<file path="src/rtl/gmux_hsck_ctrl_pkg.sv">
// gmux_hsck_ctrl_pkg: shared types and constants for the GMUX_HSCK sequencer.
// Rev 1.0
`default_nettype none

package gmux_hsck_ctrl_pkg;

  typedef enum logic [2:0] {
    IDLE    = 3'd0,
    QUIESCE = 3'd1,
    SWITCH  = 3'd2,
    SETTLE  = 3'd3,
    ENABLE  = 3'd4,
    DONE_ST = 3'd5
  } state_e;

  // Quadrant bit positions within every 4-bit quadrant vector
  localparam int Q_TL = 3;
  localparam int Q_TR = 2;
  localparam int Q_BL = 1;
  localparam int Q_BR = 0;

  localparam logic STATIC_DEN = 1'b0;

endpackage

`default_nettype wire

</file>
<file path="src/rtl/gmux_hsck_ctrl_wait_cnt.sv">
// gmux_wait_cnt: loadable down-counter with zero flag, shared by quiesce and settle waits.
// Rev 1.0
`default_nettype none

module gmux_wait_cnt
  import gmux_hsck_ctrl_pkg::*;
#(
  parameter int CNT_W = 4
) (
  input  logic             clk_i,
  input  logic             rst_i,
  input  logic             load_i,
  input  logic [CNT_W-1:0] load_val_i,
  input  logic             dec_i,
  output logic             zero_o
);

  logic [CNT_W-1:0] cnt_q;
  logic [CNT_W-1:0] cnt_d;

  // Load wins over decrement; the count saturates at zero
  always_comb begin
    cnt_d = cnt_q;
    if (load_i) begin
      cnt_d = load_val_i;
    end else if (dec_i && (cnt_q != '0)) begin
      cnt_d = cnt_q - 1'b1;
    end
  end

  always_ff @(posedge clk_i) begin
    if (rst_i) begin
      cnt_q <= '0;
    end else begin
      cnt_q <= cnt_d;
    end
  end

  assign zero_o = (cnt_q == '0);

endmodule

`default_nettype wire

</file>
<file path="src/rtl/gmux_hsck_ctrl.sv">
// gmux_hsck_ctrl: glitch-free source/quadrant change sequencer for one GMUX_HSCK.
// Rev 1.0
`default_nettype none

module gmux_hsck_ctrl
  import gmux_hsck_ctrl_pkg::*;
#(
  parameter int QUIESCE_CYCLES = 4,
  parameter int SETTLE_CYCLES  = 4,
  parameter int CNT_W          = 4
) (
  input  logic       CLK,
  input  logic       RST,
  input  logic       REQ_VALID,
  input  logic       REQ_SEL,
  input  logic [3:0] REQ_QMASK,
  output logic       REQ_READY,
  output logic       DONE,
  output logic       BUSY,
  output logic       CUR_SEL,
  output logic [3:0] CUR_QMASK,
  output logic       SSEL,
  output logic [3:0] Q_SEN,
  output logic [3:0] Q_DEN,
  output logic [3:0] Q_DYNEN,
  output logic [3:0] Q_VLP
);

  localparam logic [CNT_W-1:0] QLOAD = CNT_W'(QUIESCE_CYCLES - 1);
  localparam logic [CNT_W-1:0] SLOAD = CNT_W'(SETTLE_CYCLES - 1);

  state_e     state_q, state_d;
  logic       nsel_q, nsel_d;
  logic [3:0] nmask_q, nmask_d;
  logic       ssel_q, ssel_d;
  logic       cur_sel_q, cur_sel_d;
  logic [3:0] cur_qmask_q, cur_qmask_d;
  logic [3:0] sen_q, sen_d;
  logic [3:0] vlp_q, vlp_d;
  logic       done_q, done_d;
  logic       busy_q, busy_d;
  logic       ready_q, ready_d;

  logic             cnt_load;
  logic [CNT_W-1:0] cnt_load_val;
  logic             cnt_dec;
  logic             cnt_zero;
  logic [3:0]       remove;

  gmux_wait_cnt #(
    .CNT_W(CNT_W)
  ) u_wait_cnt (
    .clk_i      (CLK),
    .rst_i      (RST),
    .load_i     (cnt_load),
    .load_val_i (cnt_load_val),
    .dec_i      (cnt_dec),
    .zero_o     (cnt_zero)
  );

  // Register updates are computed on the transition into a state, so every
  // output already shows that state's action while the state is current.
  always_comb begin
    state_d      = state_q;
    nsel_d       = nsel_q;
    nmask_d      = nmask_q;
    ssel_d       = ssel_q;
    cur_sel_d    = cur_sel_q;
    cur_qmask_d  = cur_qmask_q;
    sen_d        = sen_q;
    vlp_d        = vlp_q;
    cnt_load     = 1'b0;
    cnt_load_val = QLOAD;
    cnt_dec      = 1'b0;
    remove       = 4'h0;

    case (state_q)
      IDLE: begin
        if (REQ_VALID && ready_q) begin
          nsel_d  = REQ_SEL;
          nmask_d = REQ_QMASK;
          if ((REQ_SEL == cur_sel_q) && (REQ_QMASK == cur_qmask_q)) begin
            state_d = DONE_ST;
          end else begin
            remove   = (REQ_SEL != cur_sel_q) ? cur_qmask_q : (cur_qmask_q & ~REQ_QMASK);
            sen_d    = sen_q & ~remove;
            vlp_d    = vlp_q & ~REQ_QMASK;
            cnt_load = 1'b1;
            state_d  = QUIESCE;
          end
        end
      end
      QUIESCE: begin
        cnt_dec = 1'b1;
        if (cnt_zero) begin
          if (nsel_q != cur_sel_q) begin
            ssel_d    = nsel_q;
            cur_sel_d = nsel_q;
            state_d   = SWITCH;
          end else begin
            sen_d       = nmask_q;
            vlp_d       = ~nmask_q;
            cur_qmask_d = nmask_q;
            state_d     = ENABLE;
          end
        end
      end
      SWITCH: begin
        cnt_load     = 1'b1;
        cnt_load_val = SLOAD;
        state_d      = SETTLE;
      end
      SETTLE: begin
        cnt_dec = 1'b1;
        if (cnt_zero) begin
          sen_d       = nmask_q;
          vlp_d       = ~nmask_q;
          cur_qmask_d = nmask_q;
          state_d     = ENABLE;
        end
      end
      ENABLE:  state_d = DONE_ST;
      DONE_ST: state_d = IDLE;
      default: state_d = IDLE;
    endcase

    done_d  = (state_d == DONE_ST);
    busy_d  = (state_d != IDLE);
    ready_d = (state_d == IDLE);
  end

  always_ff @(posedge CLK) begin
    if (RST) begin
      state_q     <= IDLE;
      nsel_q      <= 1'b0;
      nmask_q     <= 4'h0;
      ssel_q      <= 1'b0;
      cur_sel_q   <= 1'b0;
      cur_qmask_q <= 4'h0;
      sen_q       <= 4'h0;
      vlp_q       <= 4'hF;
      done_q      <= 1'b0;
      busy_q      <= 1'b0;
      ready_q     <= 1'b1;
    end else begin
      state_q     <= state_d;
      nsel_q      <= nsel_d;
      nmask_q     <= nmask_d;
      ssel_q      <= ssel_d;
      cur_sel_q   <= cur_sel_d;
      cur_qmask_q <= cur_qmask_d;
      sen_q       <= sen_d;
      vlp_q       <= vlp_d;
      done_q      <= done_d;
      busy_q      <= busy_d;
      ready_q     <= ready_d;
    end
  end

  assign REQ_READY = ready_q;
  assign DONE      = done_q;
  assign BUSY      = busy_q;
  assign CUR_SEL   = cur_sel_q;
  assign CUR_QMASK = cur_qmask_q;
  assign SSEL      = ssel_q;
  assign Q_SEN     = sen_q;
  assign Q_VLP     = vlp_q;
  assign Q_DEN     = {4{STATIC_DEN}};
  assign Q_DYNEN   = {4{STATIC_DEN}};

endmodule

`default_nettype wire

</file>
<file path="config.mk">
export PLATFORM = sky130hd
export DESIGN_NAME = gmux_hsck_ctrl
export DESIGN_NICKNAME = d
export VERILOG_FILES = /design/src/rtl/gmux_hsck_ctrl_pkg.sv /design/src/rtl/gmux_hsck_ctrl_wait_cnt.sv /design/src/rtl/gmux_hsck_ctrl.sv
export SDC_FILE = /design/constraint.sdc
export NUM_CORES = 1
export LEC_CHECK = 0
export ABC_CLOCK_PERIOD_IN_PS = 2150
export BUFFER_PORTS_ARGS = -buffer_cell sky130_fd_sc_hd__buf_2
export CAP_MARGIN = 15
export CORE_MARGIN = 2
export CORE_UTILIZATION = 26
export DETAILED_ROUTE_END_ITERATION = 12
export GPL_TIMING_DRIVEN = 0
export PLACE_DENSITY = 0.48
export SYNTH_ARGS = -nofsm -noshare
export SYNTH_HDL_FRONTEND = slang
export SYNTH_HIERARCHICAL = 1
export SYNTH_SLANG_ARGS = --single-unit
export TNS_END_PERCENT = 5
</file>
<file path="constraint.sdc">
create_clock -name CLK -period 2.15 [get_ports CLK]
set_clock_uncertainty 0.2 [all_clocks]
set_input_delay 0.1075 -clock CLK [delete_from_list [all_inputs] [get_ports CLK]]
set_output_delay 0.1075 -clock CLK [all_outputs]
set_load 0.01 [all_outputs]
</file>
==> reports/qor.yml <==
logic_synthesis:
  synthCells: 158
  synth_edf_count: 0
  synth_common_cells: "dfxtp_1 (28), nor2_1 (21), nor3_1 (12), mux2i_1 (11), inv_1 (10)"
  synth_flop_cell: "dfxtp_1"
  synth-seq-cells: 28
  synthArstFlopShare: 0
  avgSynthCellArea_sq_um: 9.09
  yosysTopAreaCell: "dfxtp_1"
  syn_area_sq_um: 1440
  ys_seq_area_frac: 0.390
  synth_top_area_frac: 0.390
  synthMostInstantiatedCell: "dfxtp_1"
  synth_warnings: 6
  ys_types: 38
  ys_top_cells_by_area: "dfxtp_1 (39%), mux2i_1 (7.7%), nor2_1 (5.5%)"
worst_setup_path:
  cp.required_ns: 2.12
  end_kind: "flop"
  start_kind: "flop"
  path_buf_inv: 2
  slowest_delay_ns: 0.45
  worstPathMaxFanout: 7
  cp_top_family: "simple AND/OR/NAND/NOR gates"
  critPathSlowestCell: "or4_1"
  criticalPathCategory: "flop to flop"
  path_cells: "inv_2 > ha_4 > or3b_4 > inv_4 > o211ai_4 > and3_1 > or4_1"
  arrival_ns: 2.09
power:
  p_comb_frac: 0.556
  p_sw_frac: 0.404
  pwr-share-clk: 0.126
  peakVddDrop_mv: 0.430
  finalPower_mw: 2.70
  p_int_mw: 1.61
  p_leak_nw: 0.855
  p_per_area_nw_per_um2: 1420
  power_frac_seq: 0.318
  p_sw_mw: 1.09
routing:
  wl_per_cell_um: 12.2
  finalWirelength_mm: 3.45
  drt_iter0_drc: 56
  num_vias: 1222
  drt_pass1_iterations: 4
  drc_errors: 0
  ant_nets: 0
  viasPerCell: 4.30
layout:
  antennaDiodeCount: 0
  layout-drive-gt1-share: 0.316
  post-route-cell-area_sq_um: 1900
  nets: 226
  multiInputGateArea_sq_um: 793
  syn_to_final_growth_pct: 32.2
  fin_util: 0.351
  fillers: 578
  seq_area_sq_um: 563
cts:
  clk_pin_slew_ns: 0.10
  htreeDepth: 1
  cts_buffer_depth: 2
  cts_root_buf: "clkbuf_8"
  cts_buffers: 3
  clock_latency_ns: 0.28
  cts_tree: "built"
  cts.sinks: 28
floorplan:
  die_y_um: 78.3
  rows: 27
  die_width_um: 78.3
  ios: 33
  initial_core_util: 0.266
  core_sq_um: 5410
  dieArea_sq_um: 6130
global_route:
  antenna_found_initial: 0
  grt_pass1_vias: 1104
  track_usage: 0.116
  overflow: 0
  grt_pass1_wl_mm: 5.51
  grt_max_degree: 16
outcome:
  status: "completed"
sta:
  hold_violations: 0
  max_freq_mhz: 471
  setup_ws_ns: 0.0248
  worstMarginPinSlew_ns: 0.630
  drv_slew: 0
  setup_violations: 0
  period_share: 0.988
  rsz0062_at_grt: "yes"
  fin_crit_ns: 2.13
  setup-tns-final_ns: 0
  slew_headroom: 0.577
place:
  dp_slack_ns: -0.199
  port-buffer-count: 24
  postPlaceCellArea_sq_um: 1690
  place_congestion: 0.709
  hpwl_mm: 2.33
min_path:
  hp-class: "primary input to flop"
job:
  cap_violations: 0
-- placed cells by master, fill, tap and decap left out, types with 2 or more instances in the layout --
master | synthesis | final
buf_2 | 4 | 27
dfxtp_1 | 28 | 26
nor2_1 | 21 | 21
buf_4 | 9 | 19
nor3_1 | 12 | 12
conb_1 | 2 | 12
mux2i_1 | 11 | 11
inv_1 | 10 | 6
and3_1 | 6 | 6
dlygate4sd3_1 | 0 | 6
nand2_1 | 5 | 5
o22ai_1 | 4 | 4
nor3b_1 | 4 | 4
or4_1 | 4 | 4
ha_1 | 5 | 4
clkbuf_8 | 0 | 4
inv_2 | 0 | 3
nor2b_1 | 2 | 2
and2_1 | 2 | 2
clkbuf_1 | 2 | 2
xnor2_1 | 2 | 2
a211oi_1 | 3 | 2
a21oi_1 | 2 | 2
a311oi_1 | 2 | 2
dfxtp_2 | 0 | 2
-- layout make-up --
type,count,area share
multi-input cells,114,0.418
plain buffers,16,0.0540
flip-flops and latches,28,0.296
well taps,72,0.0474
repair buffers,40,0.134
inverters,10,0.0211
clock buffers,4,0.0290
-- flip-flops by register name, summed over array words and instances, names as in the netlist --
| name | cells |
|---|---|
| BUSY | 1 |
| CUR_QMASK | 4 |
| state_q | 3 |
| Q_VLP | 4 |
| DONE | 1 |
| Q_SEN | 4 |
| REQ_READY | 1 |
| nsel_q | 1 |
| CUR_SEL | 1 |
| nmask_q | 4 |
| u_wait_cnt/cnt_q | 4 |
-- layer usage --
metal / GRT usage / vias to the layer above / wire, um
li1: - / 640 / -
met1: 0.156 / 556 / 1720
met2: 0.180 / 21 / 1550
met3: 0.0207 / 5 / 102
met4: 0.0579 / 0 / 75
met5: 0 / - / 0
-- path summary, 6_finish.rpt --
check                      start          to  slack, ns  cells past startpoint
max          u_wait_cnt/cnt_q[1]    Q_VLP[0]       0.02                      7
min                 REQ_QMASK[2]    Q_VLP[2]       0.04                      3
max reg2reg  u_wait_cnt/cnt_q[1]    Q_VLP[0]       0.02                      7
min reg2reg           nmask_q[1]  nmask_q[1]       0.30                      2
-- per-stage QoR --
step	std cells	hold slack [ns]
floorplan	168	-0.0204
global placement	264	0.191
detailed placement	264	0.194
CTS	278	0.0311
global route	284	0.0635
finish	284	0.0359
-- power groups by stage --
stage | combinational (mW) | sequential (mW) | clock [mW]
after floorplan | 0.868 | 0.900 | 0
after global placement | 1.24 | 0.868 | 0
after detailed placement | 1.24 | 0.867 | 0
after CTS | 1.37 | 0.863 | 0.353
after global routing | 1.65 | 0.889 | 0.373
final | 1.50 | 0.858 | 0.340
-- logic make-up (layout without fill, tap and decap cells) --
kind of cell / Yosys count / after routing / synth area share
multiplexers: 11 / 11 / 0.0767
AO/OA/AOI/OAI: 20 / 20 / 0.126
AND/OR/NAND/NOR: 63 / 63 / 0.239
buffers and inverters: 26 / 70 / 0.0958
flip-flops: 28 / 28 / 0.390
other: 2 / 12 / 0.00523
XOR/XNOR: 3 / 3 / 0.0235
adder cells (fa/ha/maj): 5 / 5 / 0.0436
-- worst reg2reg max path, cell delays in order (launching register included) --
cell      delay (ns)
dfxtp_2         0.34
inv_2           0.09
ha_4            0.15
or3b_4          0.40
inv_4           0.09
o211ai_4        0.12
and3_1          0.19
or4_1           0.45
-- repair_timing --
item / CTS / global route
hold endpoints to repair: 8 / 0
hold buffers: 6 / 0
setup buffers: 4 / 6
pin swaps: 3 / 4
cloned: 0 / 0
setup endpoints to repair: 6 / 8
gates resized for setup: 7 / 3
(Power assumes the default switching activity.)
